### src/rtl/pipelined_segment_adder_pkg.sv
// Shared types and configuration helpers for the segmented pipelined adder.
// Stage records use a fixed maximum width; bits above WIDTH are tied off and pruned.
package pipelined_segment_adder_pkg;

    localparam int MAX_WIDTH  = 64;
    localparam int DEF_WIDTH  = 8;
    localparam int DEF_SEG    = 2;
    localparam int DEF_STAGES = DEF_WIDTH / DEF_SEG;

    function automatic int seg_stages(input int width, input int seg);
        return (seg > 0) ? width / seg : 0;
    endfunction

    function automatic bit seg_cfg_ok(input int width, input int seg);
        return (seg > 0) && (width >= seg) && (width % seg == 0) && (width <= MAX_WIDTH);
    endfunction

    // sum holds completed (deskewed) segments; x/y hold operands still waiting for their carry
    typedef struct packed {
        logic                 valid;
        logic                 carry;
        logic                 ovf;
        logic [MAX_WIDTH-1:0] sum;
        logic [MAX_WIDTH-1:0] x;
        logic [MAX_WIDTH-1:0] y;
    } stage_t;

endpackage

### src/rtl/pipelined_segment_adder_seg_adder_stage.sv
// One SEG-bit slice of the adder: adds segment IDX with the incoming carry and
// registers the whole stage record, holding it while the pipe is stalled.
module seg_adder_stage
    import pipelined_segment_adder_pkg::*;
#(
    parameter int SEG = 2,
    parameter int IDX = 0
) (
    input  logic   clk1,
    input  logic   rst_n,
    input  logic   advance_i,
    input  stage_t stage_i,
    output stage_t stage_o
);

    localparam int LSB = IDX * SEG;
    localparam int MSB = LSB + SEG - 1;

    logic [SEG:0] seg_sum;
    stage_t       stage_d;
    stage_t       stage_q;

    assign seg_sum = {1'b0, stage_i.x[LSB +: SEG]} + {1'b0, stage_i.y[LSB +: SEG]}
                   + {{SEG{1'b0}}, stage_i.carry};

    always_comb begin
        stage_d                 = stage_i;
        stage_d.sum[LSB +: SEG] = seg_sum[SEG-1:0];
        stage_d.carry           = seg_sum[SEG];
        // carry into the slice MSB is x^y^sum at that bit
        stage_d.ovf             = stage_i.x[MSB] ^ stage_i.y[MSB] ^ seg_sum[SEG-1] ^ seg_sum[SEG];
    end

    always_ff @(posedge clk1) begin
        if (!rst_n) begin
            stage_q <= '0;
        end else if (advance_i) begin
            stage_q <= stage_d;
        end
    end

    assign stage_o = stage_q;

endmodule

### src/rtl/pipelined_segment_adder.sv
// WIDTH-bit add/subtract split into SEG-bit pipelined slices with a global
// valid/ready stall; results leave only from the last stage register.
module pipelined_segment_adder
    import pipelined_segment_adder_pkg::*;
#(
    parameter int WIDTH = DEF_WIDTH,
    parameter int SEG   = DEF_SEG
) (
    input  logic             clk1,
    input  logic             rst_n,
    input  logic             in_valid,
    output logic             in_ready,
    input  logic [WIDTH-1:0] X,
    input  logic [WIDTH-1:0] Y,
    input  logic             Carryin,
    input  logic             Sub,
    output logic             out_valid,
    input  logic             out_ready,
    output logic [WIDTH-1:0] Sum,
    output logic             Carryout,
    output logic             Overflow
);

    localparam int STAGES = seg_stages(WIDTH, SEG);

    if (!seg_cfg_ok(WIDTH, SEG)) begin : g_cfg_bad
        $error("pipelined_segment_adder: WIDTH must be a positive multiple of SEG and <= MAX_WIDTH");
    end

    logic             advance;
    logic [WIDTH-1:0] y_eff;
    stage_t           stage_in;
    stage_t           stage_out [STAGES];
    stage_t           last_stage;
    logic             unused_tail;

    assign advance  = !out_valid || out_ready;
    assign in_ready = advance;
    assign y_eff    = Sub ? ~Y : Y;

    always_comb begin
        stage_in       = '0;
        stage_in.valid = in_valid;
        stage_in.carry = Sub | Carryin;
        stage_in.x     = MAX_WIDTH'(X);
        stage_in.y     = MAX_WIDTH'(y_eff);
    end

    genvar gi;
    for (gi = 0; gi < STAGES; gi++) begin : g_stage
        stage_t stage_src;
        if (gi == 0) begin : g_head
            assign stage_src = stage_in;
        end else begin : g_body
            assign stage_src = stage_out[gi-1];
        end

        seg_adder_stage #(
            .SEG (SEG),
            .IDX (gi)
        ) u_stage (
            .clk1      (clk1),
            .rst_n     (rst_n),
            .advance_i (advance),
            .stage_i   (stage_src),
            .stage_o   (stage_out[gi])
        );
    end

    assign last_stage = stage_out[STAGES-1];
    assign out_valid  = last_stage.valid;
    assign Sum        = last_stage.sum[WIDTH-1:0];
    assign Carryout   = last_stage.carry;
    assign Overflow   = last_stage.ovf;

    // consumed operand bits and padding above WIDTH have no destination
    assign unused_tail = ^{last_stage.x, last_stage.y, last_stage.sum};

endmodule

### config.mk
export PLATFORM = sky130hd
export DESIGN_NAME = pipelined_segment_adder
export DESIGN_NICKNAME = d
export VERILOG_FILES = /design/src/rtl/pipelined_segment_adder_pkg.sv /design/src/rtl/pipelined_segment_adder_seg_adder_stage.sv /design/src/rtl/pipelined_segment_adder.sv
export SDC_FILE = /design/constraint.sdc
export NUM_CORES = 1
export LEC_CHECK = 0
export BUFFER_PORTS_ARGS = -buffer_cell sky130_fd_sc_hd__buf_2
export CAP_MARGIN = 30
export CORE_UTILIZATION = 61
export CTS_CLUSTER_DIAMETER = 40
export CTS_CLUSTER_SIZE = 25
export DETAILED_ROUTE_END_ITERATION = 6
export PLACE_DENSITY = 0.91
export SLEW_MARGIN = 20
export SYNTH_ARGS = -nofsm -noshare
export SYNTH_HDL_FRONTEND = slang
export SYNTH_SLANG_ARGS = --single-unit
### constraint.sdc
create_clock -name clk1 -period 3.5 [get_ports clk1]
set_clock_uncertainty 0.15 [all_clocks]
set_input_delay 0.35 -clock clk1 [delete_from_list [all_inputs] [get_ports clk1]]
set_output_delay 0.35 -clock clk1 [all_outputs]
set_load 0.005 [all_outputs]
==> impl_metrics.py, run 1 <==
metrics = {
    "grt": {
        "grt_first_pass_wirelength_um": 6830,
        "grt_use_total": 0.206,
        "grt_max_degree": 71,
        "grt_pass1_vias": 1553,
        "grt_antenna_before_repair": 0,
        "grt_overflow": 0,
    },
    "clock_tree": {
        "cts-resized-gates": 0,
        "clk_pin_slew_ps": 90,
        "hold_buffers": 0,
        "cts_tree": "built",
        "post_cts_buffers": 0,
        "cts-root-buf": "clkbuf_8",
        "cts_buffers": 5,
        "htree_levels": 2,
        "worstSkewPairLatency_ps": 300,
        "clock_path_buffers": 2,
        "clock-sinks": 53,
    },
    "power_and_ir_drop": {
        "cellLeakagePower_nw": 1.22,
        "ir_drop_mv": 0.283,
        "p_per_area_nw_per_um2": 433,
        "fin_total_pwr_mw": 1.17,
    },
    "floorplan": {
        "boundaryPins": 34,
        "die-width_um": 66.5,
        "rows": 23,
        "die_h_um": 66.5,
        "start_util": 0.635,
        "dieArea_um2": 4430,
        "core-area_um2": 4000,
    },
    "sta": {
        "max_slew_margin": 0.472,
        "period_needed_ps": 2010,
        "worst_pin_slew_ps": 792,
        "tns_ps": 0,
        "period_share": 0.575,
        "fmaxAchievable_ghz": 0.497,
        "drv_slew": 0,
        "setup_violations": 0,
        "hold_viol_final": 0,
        "rsz0062_at_grt": "no",
    },
    "critical_path": {
        "crit_buf_inv": 1,
        "cp-end-kind": "flop",
        "crit_path_start_kind": "flop",
        "cp_common_cell": "fa_1",
        "slowest_stage": "fa_1",
        "path_cells": "inv_1 -> fa_1 -> fa_1 -> xor2_1 -> nand4b_1 -> o211ai_2",
        "cp_top_family": "adder cells",
        "arrival_ps": 2090,
        "cp.required_ps": 3580,
        "cp_max_fo": 2,
        "worst-setup-path-type": "reg2reg",
        "critPathMaxStageDelay_ps": 430,
    },
    "cells_and_area": {
        "nets": 305,
        "fillers": 296,
        "multi_input_area_um2": 1230,
        "diodes": 0,
        "mostFrequentLayoutCells": "58 x nand2_1, 53 x dfxtp_1, 33 x buf_2",
        "drive_gt1_frac": 0.371,
        "fin_area_um2": 2700,
        "final_common_cell": "nand2_1",
        "seqCellArea_um2": 1060,
        "largest_register_ffs": 53,
        "area_growth_pct": 6.35,
    },
    "drt": {
        "wl_per_cell_um": 12.7,
        "ant_nets": 0,
        "vias_per_cell": 5.14,
        "routed_wirelength_um": 4120,
        "dr.pass1.iters": 4,
        "vias": 1672,
        "post-route-drc-count": 0,
        "first_iter_violations": 102,
    },
    "yosys": {
        "syn-cell-area_um2": 2540,
        "synthArstFlopShare": 0,
        "ys_warn_count": 0,
        "synth_top_area_share": 0.418,
        "yosysSeqAreaShare": 0.418,
        "synth_edf_count": 0,
        "syn_avg_cell_area_um2": 10.1,
        "synth_nets": 282,
        "yosys.cell_types.count": 24,
        "ys_seq_elements": 53,
        "synth_flop_cell": "dfxtp_1",
        "synthCells": 251,
        "ys_top_cells_by_area": "dfxtp_1 42%, a21boi_2 12%, nand2_1 8.6%",
        "synth_top_cell_by_area": "dfxtp_1",
    },
    "placed_design": {
        "place_area_um2": 2600,
        "dp_hpwl_um": 2740,
        "place.gp.congestion": 0.732,
        "port_buffers": 33,
    },
    "hold_path": {
        "hold_class": "in2reg",
    },
    "status": {
        "outcome": "completed",
    },
    "job": {
        "maxCapViolations": 0,
    },
}
[power by group]
part	total [mW]	internal, mW	switching [mW]
clock network	0.364	0.179	0.185
registers	0.666	0.642	0.0241
logic	0.141	0.0701	0.0705
total	1.17	0.891	0.280
[routing by layer]
| layer | up-vias | wire [µm] | GRT usage |
|---|---|---|---|
| li1 | 846 | - | - |
| met4 | 0 | 44 | 0.0585 |
| met5 | - | 0 | 0 |
| met2 | 32 | 2140 | 0.362 |
| met1 | 788 | 1780 | 0.244 |
| met3 | 6 | 161 | 0.0548 |
[Yosys cell counts, types with 2 or more instances]
cell type / n
a21boi_2: 28
a21boi_1: 7
xnor2_1: 7
nand2_2: 28
clkbuf_1: 4
buf_4: 2
nand2_1: 58
inv_1: 17
buf_12: 4
buf_6: 4
buf_2: 4
o211a_1: 16
dfxtp_1: 53
xor2_1: 2
fa_1: 8
[kinds of logic (layout without fill, tap and decap cells)]
family / Yosys count / in the layout / synth area share
XOR/XNOR: 9 / 9 / 0.0310
buffers and inverters: 36 / 60 / 0.0965
adder cells (fa/ha/maj): 9 / 9 / 0.0680
flip-flops: 53 / 53 / 0.418
AND/OR/NAND/NOR: 91 / 91 / 0.171
AO/OA/AOI/OAI: 53 / 53 / 0.216
[worst register-to-register path, cell delays in order (launching register included)]
cell and delay (ps):
dfxtp_1 360, inv_1 70, fa_1 430, fa_1 410, xor2_1 260, nand4b_1 160, o211ai_2 110
[area by class of cell]
type	count	area share
Multi-Input combinational cell	162	0.457
Sequential cell	53	0.393
Timing Repair Buffer	34	0.0639
Clock buffer	7	0.0357
Inverter	18	0.0259
Tap cell	50	0.0232
Clock inverter	1	0.00185
[final timing paths]
| kind | from | slack, ps | endpoint | cells after the start |
|---|---|---|---|---|
| hold reg to reg | g_stage[3].u_stage.stage_o[131]$_SDFFE_PN0P_ | 300 | g_stage[3].u_stage.stage_o[131]$_SDFFE_PN0P_ | 2 |
| hold / removal | X[6] | 130 | g_stage[0].u_stage.stage_o[70]$_SDFFE_PN0P_ | 3 |
| setup reg to reg | g_stage[2].u_stage.stage_o[6]$_SDFFE_PN0P_ | 1490 | g_stage[3].u_stage.stage_o[192]$_SDFFE_PN0P_ | 6 |
| setup / recovery | g_stage[2].u_stage.stage_o[6]$_SDFFE_PN0P_ | 1490 | g_stage[3].u_stage.stage_o[192]$_SDFFE_PN0P_ | 6 |
[per-stage QoR]
step | setup slack, ps | cells | utilization | hold slack, ps
2_1_floorplan | 1580 | 251 | - | 281
3_3_place_gp | 1550 | 317 | 0.650 | 285
3_5_place_dp | 1470 | 317 | 0.650 | 291
4_1_cts | 1470 | 325 | 0.675 | 128
5_1_grt | 1360 | 325 | 0.675 | 140
6_report | 1490 | 325 | 0.675 | 129
No activity file was read; power rests on OpenSTA's default activity.
==> inputs of run 2 (changes only) <==
Settings changed: ABC_AREA from default to 1, CORE_UTILIZATION 61 to 50, PLACE_DENSITY 0.91 to 0.82.
Clock period 3.5 ns to 1.8 ns, I/O delays scaled along.
==> run 2 against run 1 <==
- the flow now finishes with violations (setup timing)
- worst hold slack worse by 130 ps
- highest routed layer unchanged
- core utilization decreased by 4.3 points
- largest cell class is now flip-flops and latches
- critical path type unchanged
- global-route usage shrank 1.5 points
- via count rose by 0.84%
- setup slack lost 1500 ps
- critical endpoint is now g_stage[3].u_stage.stage_o[135]$_SDFFE_PN0P_
- count of clock-buffer cells in the layout decreased by 1
- synthesized area down 17%
==> impl_metrics.py, run 2 <==
metrics = {
    "cells_and_area": {
        "seqCellArea_um2": 1060,
        "final_common_cell": "dfxtp_1",
        "multi_input_area_um2": 892,
        "area_growth_pct": 20.3,
        "nets": 326,
        "fin_cells": 346,
        "final_util": 0.632,
        "fillers": 354,
        "drive_gt1_frac": 0.206,
        "mostFrequentLayoutCells": "51 x dfxtp_1, 48 x nor2_1, 37 x o21ai_0",
        "diodes": 0,
        "largest_register_ffs": 53,
    },
    "sta": {
        "worst_pin_slew_ps": 424,
        "tns_ps": -114,
        "rsz0062_at_grt": "yes",
        "period_share": 1.03,
        "hold_viol_final": 0,
        "fmaxAchievable_ghz": 0.538,
        "max_slew_margin": 0.717,
        "drv_slew": 0,
        "period_needed_ps": 1860,
        "setup_violations": 2,
        "worst_slack_ps": -57.5,
    },
    "drt": {
        "wl_per_cell_um": 10.5,
        "ant_nets": 0,
        "routed_wirelength_um": 3630,
        "dr.pass1.iters": 4,
        "first_iter_violations": 67,
        "vias_per_cell": 4.87,
        "post-route-drc-count": 0,
        "vias": 1686,
    },
    "floorplan": {
        "start_util": 0.525,
        "core-area_um2": 4030,
        "die_h_um": 67.1,
        "rows": 23,
        "die-width_um": 67.1,
        "dieArea_um2": 4500,
        "boundaryPins": 34,
    },
    "critical_path": {
        "worst_r2r_path_depth": 7,
        "cp-end-kind": "flop",
        "ff2ff_setup_slack_ps": -60,
        "r2r-start": "g_stage[2].u_stage.stage_o[6]$_SDFFE_PN0P_",
        "crit_path_start_kind": "flop",
        "worst-setup-path-type": "reg2reg",
        "cp.required_ps": 1860,
        "critPathLaunch": "g_stage[2].u_stage.stage_o[6]$_SDFFE_PN0P_",
        "arrival_ps": 1920,
        "cp_max_fo": 2,
        "rr_endpoint": "g_stage[3].u_stage.stage_o[135]$_SDFFE_PN0P_",
    },
    "placed_design": {
        "dpl.cell_count": 327,
        "port_buffers": 33,
        "place.gp.congestion": 0.756,
        "dp_hpwl_um": 2350,
    },
    "hold_path": {
        "hold_path.startpoint": "X[3]",
        "hold_class": "in2reg",
        "hold_end": "g_stage[0].u_stage.stage_o[67]$_SDFFE_PN0P_",
        "hold_depth": 3,
    },
    "power_and_ir_drop": {
        "p_sw_frac": 0.247,
        "cellLeakagePower_nw": 1.17,
        "seqPwrFrac": 0.589,
        "fin_total_pwr_mw": 2.21,
        "p_comb_frac": 0.123,
        "p_per_area_nw_per_um2": 869,
        "p_clk_frac": 0.288,
        "internal-power_mw": 1.67,
        "ir_drop_mv": 0.461,
        "switchingPower_mw": 0.547,
    },
    "yosys": {
        "synthArstFlopShare": 0,
        "synth_nets": 283,
        "syn_avg_cell_area_um2": 8.40,
        "synth_edf_count": 0,
        "yosys-top-cells-count": "53 x dfxtp_1, 49 x nor2_1, 37 x o21ai_0, 28 x a21oi_1, 24 x inv_1",
        "synth_flop_cell": "dfxtp_1",
        "yosysSeqAreaShare": 0.501,
        "ys_top_cells_by_area": "dfxtp_1 50%, o21ai_0 8.7%, nor2_1 8.7%",
        "synthCells": 252,
        "ys_seq_elements": 53,
        "yosys.cell_types.count": 18,
        "synth_top_area_share": 0.501,
        "synth_top_cell_by_area": "dfxtp_1",
        "syn-cell-area_um2": 2120,
        "ys_warn_count": 0,
        "synth_most_common_cell": "dfxtp_1",
    },
    "clock_tree": {
        "clock_path_buffers": 2,
        "cts_tree": "built",
        "clk_pin_slew_ps": 90,
        "worstSkewPairLatency_ps": 310,
        "cts-root-buf": "clkbuf_8",
        "cts_buffers": 5,
        "clock-sinks": 53,
        "htree_levels": 2,
    },
    "grt": {
        "grt_overflow": 0,
        "grt_first_pass_wirelength_um": 6250,
        "grt_use_total": 0.191,
        "grt_antenna_before_repair": 0,
        "grt_pass1_vias": 1507,
        "grt_max_degree": 36,
    },
    "status": {
        "violations": "setup timing",
        "outcome": "complete, but fails checks",
    },
    "job": {
        "maxCapViolations": 0,
    },
}
run 2: cell types whose count changed in the layout (fill, tap and decap cells not counted), sizes merged, moves of 7 or more:
cell and change:
a21boi -35, buf +10, dlygate4sd3 +8, nor2 +49
o211a -16, inv +7, o21ai +51, nand2 -76
a21oi +28
run 2: cell type report:
cell class              instances  share of cell area
flip-flops and latches         53               0.417
multi-input cells             158               0.350
repair buffers                 52               0.139
inverters                      25              0.0368
clock buffers                   6              0.0285
well taps                      50              0.0246
clock inverters                 2             0.00393
run 2: critical path: stages (launching register included):
cell     delay, ps
dfxtp_2        330
inv_2           40
fa_2           380
fa_1           520
inv_2           40
a21oi_2        130
buf_4          140
nor2_2          30
run 2: kinds of logic after synthesis:
group	Yosys count	share of synthesized area
compound gates	80	0.190
simple gates	61	0.112
flops	53	0.501
buf+inv	41	0.0816
fa+ha+maj	9	0.0816
xor+xnor	8	0.0331
run 2: power groups by stage:
stage          registers [mW]  logic [mW]  clock network [mW]
3_5_place_dp             1.33       0.250                   0
3_3_place_gp             1.33       0.241                   0
6_report                 1.30       0.273               0.636
2_1_floorplan            1.32       0.170                   0
5_1_grt                  1.32       0.318               0.694
4_1_cts                  1.30       0.270               0.655
run 2: how the worst max path moves through the flow:
| stage | end | slack (ps) |
|---|---|---|
| 2_1_floorplan | g_stage[3].u_stage.stage_o[192]$_SDFFE_PN0P_ | -5 |
| 4_1_cts | g_stage[3].u_stage.stage_o[192]$_SDFFE_PN0P_ | -30 |
| 3_5_place_dp | g_stage[3].u_stage.stage_o[192]$_SDFFE_PN0P_ | -60 |
| 5_1_grt | g_stage[3].u_stage.stage_o[192]$_SDFFE_PN0P_ | -120 |
| 3_3_place_gp | g_stage[3].u_stage.stage_o[192]$_SDFFE_PN0P_ | -30 |
| 6_report | g_stage[3].u_stage.stage_o[135]$_SDFFE_PN0P_ | -60 |
run 2: routing by layer:
layer / track usage / routed length [µm]
met1: 0.219 / 1680
met2: 0.314 / 1690
met3: 0.0565 / 163
met4: 0.104 / 94
met5: 0 / 0
run 2: metrics by stage:
stage                     instance area, µm²  worst slack [ps]  hold WS (ps)
final                                   2550             -57.5          2.34
after CTS                               2540             -25.2         0.838
after global placement                  2360             -28.9           286
after floorplan                         2130             -5.49           168
after global routing                    2550              -115          5.00
after detailed placement                2360             -59.3           290
run 2: timing repair:
action / 4_1_cts / 5_1_grt
gates resized for setup: 2 / 2
hold endpoints to repair: 8 / 0
hold buffers: 8 / 0
setup endpoints to repair: 1 / 2
pin swaps: 5 / 0
setup buffers: 2 / 1
==> inputs of run 3 (changes only) <==
Settings changed: ABC_AREA 1 to default, CORE_ASPECT_RATIO from default to 1.75, CORE_UTILIZATION 50 to 51.
==> run 3 against run 2 <==
- the run now ends clean
- global-route usage down 3.6 points
- maximum frequency up 4.5%
- power up 13%
- core utilization down 2.0 points
- die area up 17%
- wire length up 6.1%
- final area up 14%
- register-to-register slack better by 80 ps
- setup slack better by 80 ps
- critical path depth down 2
- first-iteration DRC count down 69%
==> impl_metrics.py, run 3 (same netlist as run 1, synthesis figures left out) <==
metrics = {
    "status": {
        "outcome": "completed",
    },
    "power_and_ir_drop": {
        "fin_total_pwr_mw": 2.51,
        "ir_drop_mv": 0.660,
        "seqPwrFrac": 0.515,
        "cellLeakagePower_nw": 1.32,
        "p_comb_frac": 0.115,
        "p_per_area_nw_per_um2": 863,
        "internal-power_mw": 1.96,
        "p_sw_frac": 0.221,
        "switchingPower_mw": 0.554,
        "p_clk_frac": 0.370,
    },
    "grt": {
        "grt_use_total": 0.155,
        "grt_pass1_vias": 1639,
        "grt_max_degree": 69,
        "grt_first_pass_wirelength_um": 6560,
        "grt_overflow": 0,
        "grt_antenna_before_repair": 0,
    },
    "cells_and_area": {
        "nets": 321,
        "largest_register_ffs": 53,
        "area_growth_pct": 14.4,
        "final_util": 0.612,
        "fin_area_um2": 2910,
        "drive_gt1_frac": 0.416,
        "mostFrequentLayoutCells": "58 x nand2_1, 47 x dfxtp_1, 33 x buf_2",
        "final_common_cell": "nand2_1",
        "diodes": 0,
    },
    "placed_design": {
        "place.gp.congestion": 0.734,
        "dp_hpwl_um": 2630,
        "dp_slack_ps": -9.50,
        "port_buffers": 33,
        "place_area_um2": 2670,
    },
    "floorplan": {
        "core-area_um2": 4750,
        "die-width_um": 55.3,
        "start_util": 0.535,
        "dieArea_um2": 5280,
        "die_h_um": 95.4,
        "rows": 33,
        "boundaryPins": 34,
    },
    "drt": {
        "wl_per_cell_um": 11.2,
        "first_iter_violations": 21,
        "vias_per_cell": 4.89,
        "ant_nets": 0,
        "post-route-drc-count": 0,
        "vias": 1677,
        "dr.pass1.iters": 4,
        "routed_wirelength_um": 3860,
    },
    "sta": {
        "hold_viol_final": 0,
        "tns_ps": 0,
        "worst_slack_ps": 22.5,
        "period_needed_ps": 1780,
        "setup_violations": 0,
        "rsz0062_at_grt": "yes",
        "max_slew_margin": 0.721,
        "worst_pin_slew_ps": 419,
        "fmaxAchievable_ghz": 0.563,
        "drv_slew": 0,
        "period_share": 0.987,
    },
    "critical_path": {
        "cp_max_fo": 3,
        "cp-end-kind": "flop",
        "worst-setup-path-type": "reg2reg",
        "cp.required_ps": 1850,
        "arrival_ps": 1830,
        "crit_path_start_kind": "flop",
    },
    "clock_tree": {
        "htree_levels": 2,
        "worstSkewPairLatency_ps": 300,
        "cts-root-buf": "clkbuf_8",
        "clock_path_buffers": 2,
        "clock-sinks": 53,
        "cts_tree": "built",
        "cts_buffers": 5,
        "clk_pin_slew_ps": 90,
    },
    "job": {
        "maxCapViolations": 0,
    },
    "hold_path": {
        "hold_class": "in2reg",
    },
}
[run 3: changes by cell type in the layout (fill, tap and decap cells not counted), moves of 14 or more]
cell      previous run  this run
nand2_1             10        58
nor2_1              48         1
o21ai_0             37         0
a21boi_2             0        28
nand2_2              0        28
a21oi_1             27         0
o211a_1              0        16
o21ai_1             14         0
[run 3: layout make-up]
class,instances,area [µm²]
Clock inverter,3,65.1
Sequential cell,53,1070
Multi-Input combinational cell,162,1250
Inverter,18,70.1
Clock buffer,5,68.8
Fill cell,395,1840
Timing Repair Buffer,50,323
Tap cell,52,65.1
[run 3: repair_timing]
item,4_1_cts,5_1_grt
gates resized for setup,5,3
hold buffers,6,1
pin swaps,3,1
buffers inserted,0,3
endpoints found under the hold margin,6,1
endpoints found under the setup margin,1,5
[run 3: worst paths after layout]
path	startpoint	depth (start not counted)	slack [ps]	endpoint
worst max-delay path	g_stage[2].u_stage.stage_o[193]$_SDFFE_PN0P_	5	20	g_stage[3].u_stage.stage_o[192]$_SDFFE_PN0P_
worst min-delay path	out_ready	4	40	g_stage[0].u_stage.stage_o[71]$_SDFFE_PN0P_
worst max register to register	g_stage[2].u_stage.stage_o[193]$_SDFFE_PN0P_	5	20	g_stage[3].u_stage.stage_o[192]$_SDFFE_PN0P_
worst min register to register	g_stage[1].u_stage.stage_o[4]$_SDFFE_PN0P_	2	300	g_stage[1].u_stage.stage_o[4]$_SDFFE_PN0P_
[run 3: routing by layer]
| layer | track usage | part of all wire | vias up | wire [µm] |
|---|---|---|---|---|
| li1 | - | - | 870 | - |
| met1 | 0.167 | 0.44 | 774 | 1710 |
| met2 | 0.285 | 0.51 | 26 | 1970 |
| met3 | 0.0326 | 0.026 | 7 | 101 |
| met4 | 0.0750 | 0.020 | 0 | 78 |
| met5 | 0 | 0 | - | 0 |
[run 3: critical path: stages (launching register included)]
cell and delay (ps):
dfxtp_2 340, inv_2 40, fa_2 380, fa_2 550, nand4b_1 120, o211ai_2 80
[run 3: power by group through the flow]
stage	clock network (mW)	registers (mW)	logic (mW)
4_1_cts	0.949	1.29	0.291
2_1_floorplan	0	1.31	0.212
3_3_place_gp	0	1.32	0.264
6_report	0.928	1.29	0.289
5_1_grt	0.995	1.30	0.325
3_5_place_dp	0	1.32	0.278
[run 3: through the flow]
step,hold slack [ps],instances
floorplan,169,251
global placement,285,325
detailed placement,288,325
CTS,0.486,339
global route,48.6,343
finish,40.5,343
